## config.mk

```make
export PLATFORM = sky130hd
export DESIGN_NAME = ps2_cmd_sequencer
export DESIGN_NICKNAME = d
export VERILOG_FILES = /design/src/rtl/ps2_cmd_sequencer.sv
export SDC_FILE = /design/constraint.sdc
export NUM_CORES = 1
export LEC_CHECK = 0
export CORE_ASPECT_RATIO = 1.1
export CORE_MARGIN = 5
export CORE_UTILIZATION = 45
export CTS_CLUSTER_SIZE = 8
export DETAILED_ROUTE_END_ITERATION = 6
export GPL_TIMING_DRIVEN = 0
export PLACE_DENSITY = 0.78
export SLEW_MARGIN = 40
export SYNTH_ARGS = -nofsm -noshare
export SYNTH_HDL_FRONTEND = slang
export SYNTH_SLANG_ARGS = --single-unit
```

## constraint.sdc

```tcl
create_clock -name main_clk -period 2.65 [get_ports main_clk]
set_clock_uncertainty 0.05 [all_clocks]
set_input_delay 0.53 -clock main_clk [delete_from_list [all_inputs] [get_ports main_clk]]
set_output_delay 0.53 -clock main_clk [all_outputs]
set_load 0.005 [all_outputs]
```

## src/rtl/ps2_cmd_sequencer.sv

```systemverilog
// PS/2 command sequencer: shares the controller MMIO port with the CPU
// and runs command/argument byte exchanges with ACK, resend and timeout.
module ps2_cmd_sequencer #(
  parameter int TIMEOUT_CYCLES = 1660000,
  parameter int MAX_RETRY      = 3,
  parameter int READ_LAT       = 2
) (
  input  logic       main_clk,
  input  logic       main_reset_n,
  input  logic [2:0] cpu_address,
  input  logic [7:0] cpu_data_write,
  input  logic       cpu_is_write,
  output logic [7:0] cpu_data_read,
  output logic       cpu_busy,
  output logic [2:0] ps2_address,
  output logic [7:0] ps2_data_write,
  output logic       ps2_is_write,
  input  logic [7:0] ps2_data_read,
  input  logic       cmd_valid,
  input  logic [7:0] cmd_byte,
  input  logic       cmd_has_arg,
  input  logic [7:0] cmd_arg,
  output logic       cmd_ready,
  output logic       cmd_done,
  output logic [1:0] cmd_status,
  output logic [7:0] discard_count
);

  localparam int TW = $clog2(TIMEOUT_CYCLES + 1);
  localparam int PW = $clog2(READ_LAT + 2);
  localparam int RW = $clog2(MAX_RETRY + 2);

  localparam logic [TW-1:0] TMO_LAST  = TW'(TIMEOUT_CYCLES - 1);
  localparam logic [PW-1:0] PH_RD     = PW'(READ_LAT);
  localparam logic [RW-1:0] RETRY_MAX = RW'(MAX_RETRY);

  localparam logic [1:0] ST_OK  = 2'b00;
  localparam logic [1:0] ST_TMO = 2'b01;
  localparam logic [1:0] ST_RTY = 2'b10;
  localparam logic [1:0] ST_ERR = 2'b11;

  typedef enum logic [3:0] {
    S_IDLE,
    S_START,
    S_POLL_TXQ,
    S_SEND,
    S_POLL_RX,
    S_READ_RX,
    S_POP,
    S_CHECK,
    S_DONE
  } state_t;

  state_t        state_q, state_d;
  logic [PW-1:0] ph_q, ph_d;
  logic [TW-1:0] tmo_q, tmo_d;
  logic [RW-1:0] retry_q, retry_d;
  logic          arg_ph_q, arg_ph_d;
  logic [7:0]    rx_q, rx_d;
  logic [1:0]    status_q, status_d;
  logic [7:0]    discard_q, discard_d;
  logic [7:0]    cmd_q, cmd_d;
  logic          has_arg_q, has_arg_d;
  logic [7:0]    arg_q, arg_d;

  logic [2:0]    seq_addr;
  logic [7:0]    seq_wdata;
  logic          seq_wr;
  logic          rd_done;
  logic          tmo_hit;
  logic [7:0]    cur_byte;

  assign rd_done  = (ph_q == PH_RD);
  assign tmo_hit  = (tmo_q >= TMO_LAST);
  assign cur_byte = arg_ph_q ? arg_q : cmd_q;

  always_ff @(posedge main_clk or negedge main_reset_n) begin
    if (!main_reset_n) begin
      state_q   <= S_IDLE;
      ph_q      <= '0;
      tmo_q     <= '0;
      retry_q   <= '0;
      arg_ph_q  <= 1'b0;
      rx_q      <= 8'h00;
      status_q  <= ST_OK;
      discard_q <= 8'h00;
      cmd_q     <= 8'h00;
      has_arg_q <= 1'b0;
      arg_q     <= 8'h00;
    end else begin
      state_q   <= state_d;
      ph_q      <= ph_d;
      tmo_q     <= tmo_d;
      retry_q   <= retry_d;
      arg_ph_q  <= arg_ph_d;
      rx_q      <= rx_d;
      status_q  <= status_d;
      discard_q <= discard_d;
      cmd_q     <= cmd_d;
      has_arg_q <= has_arg_d;
      arg_q     <= arg_d;
    end
  end

  always_comb begin
    state_d   = state_q;
    ph_d      = ph_q;
    tmo_d     = tmo_hit ? tmo_q : tmo_q + TW'(1);
    retry_d   = retry_q;
    arg_ph_d  = arg_ph_q;
    rx_d      = rx_q;
    status_d  = status_q;
    discard_d = discard_q;
    cmd_d     = cmd_q;
    has_arg_d = has_arg_q;
    arg_d     = arg_q;
    seq_addr  = 3'd0;
    seq_wdata = 8'h00;
    seq_wr    = 1'b0;

    case (state_q)
      S_IDLE: begin
        tmo_d = '0;
        if (cmd_valid) begin
          cmd_d     = cmd_byte;
          has_arg_d = cmd_has_arg;
          arg_d     = cmd_arg;
          arg_ph_d  = 1'b0;
          retry_d   = '0;
          state_d   = S_START;
        end
      end
      // Idle gap so a CPU read issued in the accept cycle drains first
      S_START: begin
        ph_d    = '0;
        tmo_d   = '0;
        state_d = S_POLL_TXQ;
      end
      S_POLL_TXQ: begin
        seq_addr = 3'd3;
        if (rd_done && ps2_data_read == 8'h00) begin
          ph_d    = '0;
          tmo_d   = '0;
          state_d = S_SEND;
        end else if (tmo_hit) begin
          status_d = ST_TMO;
          state_d  = S_DONE;
        end else begin
          ph_d = rd_done ? '0 : ph_q + PW'(1);
        end
      end
      S_SEND: begin
        seq_addr  = 3'd1;
        seq_wdata = cur_byte;
        seq_wr    = (ph_q == '0);
        if (ph_q == '0) begin
          ph_d = PW'(1);
        end else begin
          ph_d    = '0;
          state_d = S_POLL_RX;
        end
      end
      S_POLL_RX: begin
        seq_addr = 3'd2;
        if (rd_done && ps2_data_read[0]) begin
          ph_d    = '0;
          state_d = S_READ_RX;
        end else if (tmo_hit) begin
          status_d = ST_TMO;
          state_d  = S_DONE;
        end else begin
          ph_d = rd_done ? '0 : ph_q + PW'(1);
        end
      end
      S_READ_RX: begin
        seq_addr = 3'd0;
        if (rd_done) begin
          rx_d    = ps2_data_read;
          ph_d    = '0;
          state_d = S_POP;
        end else begin
          ph_d = ph_q + PW'(1);
        end
      end
      S_POP: begin
        seq_addr = 3'd0;
        seq_wr   = (ph_q == '0);
        if (ph_q == '0) begin
          ph_d = PW'(1);
        end else begin
          ph_d    = '0;
          state_d = S_CHECK;
        end
      end
      S_CHECK: begin
        ph_d = '0;
        unique case (1'b1)
          (rx_q == 8'hFA): begin
            if (!arg_ph_q && has_arg_q) begin
              arg_ph_d = 1'b1;
              retry_d  = '0;
              tmo_d    = '0;
              state_d  = S_POLL_TXQ;
            end else begin
              status_d = ST_OK;
              state_d  = S_DONE;
            end
          end
          (rx_q == 8'hFE): begin
            if (retry_q < RETRY_MAX) begin
              retry_d = retry_q + RW'(1);
              tmo_d   = '0;
              state_d = S_POLL_TXQ;
            end else begin
              status_d = ST_RTY;
              state_d  = S_DONE;
            end
          end
          (rx_q == 8'hFC || rx_q == 8'h00): begin
            status_d = ST_ERR;
            state_d  = S_DONE;
          end
          default: begin
            // Unsolicited byte: keep waiting on the same timeout window
            if (discard_q != 8'hFF) discard_d = discard_q + 8'd1;
            state_d = S_POLL_RX;
          end
        endcase
      end
      S_DONE: begin
        state_d = S_IDLE;
      end
      default: begin
        state_d = S_IDLE;
      end
    endcase
  end

  assign cpu_busy      = (state_q != S_IDLE);
  assign cmd_ready     = (state_q == S_IDLE);
  assign cmd_done      = (state_q == S_DONE);
  assign cmd_status    = status_q;
  assign discard_count = discard_q;

  assign ps2_address    = cpu_busy ? seq_addr : cpu_address;
  assign ps2_data_write = cpu_busy ? seq_wdata : cpu_data_write;
  assign ps2_is_write   = cpu_busy ? seq_wr : cpu_is_write;
  assign cpu_data_read  = cpu_busy ? 8'hFF : ps2_data_read;

endmodule
```

==> flow_summary.toml <==
[critical_path]
crit_chain = "clkbuf_2 -> nor3_1 -> and2_1 -> clkdlybuf4s50_1"
cp.required_ns = 2.07
r2r_start = "tmo_q[17]"
critPathMaxFanout = 10
criticalPathCategory = "reg -> out"
worstRegToRegCells = 6
reg2reg_to = "tmo_q[8]"
slowest_delay_ns = 0.50
start_kind = "flop"
endpoint_kind = "primary output"
ff2ff_setup_slack_ns = 0.25
cpMaxStageDelayCell = "clkdlybuf4s50_1"
arrival_ns = 2.01

[place]
gp_congestion = 0.886
portBuffers = 72
dp_cells = 531
dp_hpwl_microns = 6400

[pwr]
switchingPower_mw = 1.59
sw_frac_of_total_pct = 36.2
p_per_area_nw_per_um2 = 930
combPwrFrac_pct = 44.9
p_seq_share_pct = 35.3
clockPowerShare_pct = 19.8
max-vdd-ir-drop_uv = 413
p_int_mw = 2.80
p_leak_nw = 2.00

[job]
cap_violations = 0

[cells_and_area]
post-route-util_pct = 60.6
seq_area_sq_um = 1650
area_growth_pct = 33.1
final_nets = 483
diodes = 0
drive_gt1_share_pct = 18.7
num-fill-cells = 657
final_cells = 553
multi_input_area_sq_um = 1840

[logic_synthesis]
synthTopCellsByArea = "dfrtp_1 (47%), mux2_2 (8.6%), nand2_1 (4.1%)"
synthArstFlopShare_pct = 100
synth_cell_types = 54
syn_inst = 350
yosysWarnings = 0
netlist_area_sq_um = 3550
synth_edf_count = 0
synthFlopType = "dfrtp_1"
synth.top_cell.area_share_pct = 46.6
syn-num-nets = 393
synth.largest_area_cell = "dfrtp_1"
ys_ff_latch = 66
seq_area_frac_synth_pct = 46.6
synth.avg_cell_area_sq_um = 10.1

[worst_hold_path]
hold_class = "in -> async"

[clocking]
cts.sinks = 66
clk_pin_slew_ns = 0.08
cts-root-buf = "clkbuf_8"
cts_tree = "built"
clock_latency_ns = 0.35
h-tree-depth = 3
cts_buffers = 9
clock_path_buffers = 2

[global_route]
overflow = 0
grt_pass1_wl_microns = 14700
antenna_found_initial = 0
grt_max_degree = 37
grt_pass1_vias = 3048
grt.total_usage_pct = 19.2

[sta]
rsz0062_at_grt = "true"
worst_pin_slew_ns = 0.680
hold_violations = 0
report.final.slew_viol_count = 0
finalSetupViolations = 0
whs_ns = 0.0580
fin_crit_ns = 2.59
fmax_mhz = 386
finalCritPeriodShare_pct = 97.7
relSlewSlack_pct = 54.1

[floorplanning]
num_rows = 34
start_util_pct = 45.5
die_area_sq_um = 9760
pin_count = 73
fp.dieH_microns = 103
core_area_sq_um = 7780
die_width_microns = 94.6

[drt]
vias = 2994
vias_per_cell = 5.41
drt_drc_violations_left = 0
drt_iter0_markers = 141
wl_per_cell_microns = 15.9
drtAntennaViolNets = 0
drtPass1Iterations = 4
routed_wl_microns = 8770

[outcome]
status = "complete, no violations"
-- cell usage in the layout, fill, tap and decap left out, types with 3 or more instances in the layout --
master and count:
clkbuf_8 9, xnor2_1 12, buf_12 3, nand4_1 7
a21oi_1 11, mux2i_1 9, buf_4 7, clkdlybuf4s50_1 51
inv_6 3, dlygate4sd2_1 9, o211ai_1 5, clkdlybuf4s15_1 8
and3_1 6, nand2b_1 13, nand2_1 39, and2_1 4
nor4b_1 3, nor4_1 3, nor2_1 36, o21ai_0 14
buf_2 5, ha_1 3, xor2_1 16, and4_1 3
nand3_1 13, mux2_2 27, dfrtp_1 66, clkbuf_2 5
inv_1 3
-- layer usage --
metal | wire length [microns] | up-vias | track usage [%]
met4 | 75 | 0 | 5.33
met2 | 4490 | 67 | 32.9
met5 | 0 | - | 0
met3 | 360 | 11 | 4.01
li1 | - | 1425 | -
met1 | 3850 | 1491 | 24.8
-- how the worst max path moves through the flow --
| stage | start | to | slack (ns) |
|---|---|---|---|
| finish | state_q[1] | cmd_done | 0.06 |
| global route | state_q[2] | cpu_data_read[4] | -0.002 |
| CTS | state_q[2] | cpu_data_read[6] | 0.04 |
| detailed placement | state_q[3] | ps2_address[2] | -0.51 |
| global placement | main_reset_n | cmd_q[6] | -1.20 |
| floorplan | state_q[3] | ps2_data_write[0] | 0.46 |
-- stage by stage --
step | setup slack [ns] | instance area [sq um] | power (mW) | setup TNS (ns)
after floorplan | 0.458 | 3550 | 2.61 | 0
after global placement | -1.20 | 4400 | 3.32 | -84.54
after detailed placement | -0.507 | 4420 | 3.38 | -5.93
after CTS | 0.0354 | 4720 | 4.40 | 0
after global routing | -0.00195 | 4720 | 4.70 | -0.00369
final | 0.0602 | 4720 | 4.39 | 0
-- repair_timing --
item                       4_1_cts  5_1_grt
buffers inserted                 6        0
pin swaps                        1        1
gates resized for setup         35       15
setup endpoints to repair       20       18
hold buffers                     0        0
-- registers in the layout (all words and copies together) (netlist names) --
| signal | count |
|---|---|
| cmd_status | 2 |
| retry_q | 3 |
| discard_count | 8 |
| ph_q | 2 |
| arg_ph_q | 1 |
| has_arg_q | 1 |
| state_q | 4 |
| tmo_q | 21 |
| arg_q | 8 |
| cmd_q | 8 |
| rx_q | 8 |
-- cell families after synthesis --
logic type	Yosys count	synth area share, %
DFF	66	46.6
buffers and inverters	16	2.08
AOI/OAI and AO/OA	53	10.3
and+or+nand+nor	148	22.0
muxes	36	11.1
xor gates and xnor gates	28	6.92
adders and majority gates	3	1.06
-- synth_stat cells, types with 5 or more instances --
cell,instances
a21oi_1,11
and3_1,6
buf_2,5
clkbuf_1,5
dfrtp_1,66
mux2_2,27
mux2i_1,9
nand2_1,39
nand2b_1,13
nand3_1,14
nand4_1,7
nor2_1,36
o211ai_1,5
o21ai_0,14
xnor2_1,12
xor2_1,16
-- power groups by stage --
stage,Combinational [mW],Sequential (mW),Clock [mW]
after floorplan,1.11,1.49,0
after global placement,1.78,1.54,0
after detailed placement,1.82,1.56,0
after CTS,1.97,1.54,0.890
after global routing,2.17,1.59,0.940
final,1.97,1.55,0.869
-- cell type report --
class / instances / area share [%]
plain buffers: 12 / 1.99
clock buffers: 9 / 2.63
clock inverters: 7 / 1.62
inverters: 4 / 0.371
multi-input cells: 268 / 39.0
flip-flops and latches: 66 / 35.0
well taps: 108 / 2.86
repair buffers: 79 / 16.6
-- worst max-delay path: cells and delay by family, from the launching register on --
kind                   cells  cell delay (ns)
buffers and inverters      2             0.74
flip-flops                 1             0.47
AND/OR/NAND/NOR            2             0.45
Power figures use the tool's default switching activity.
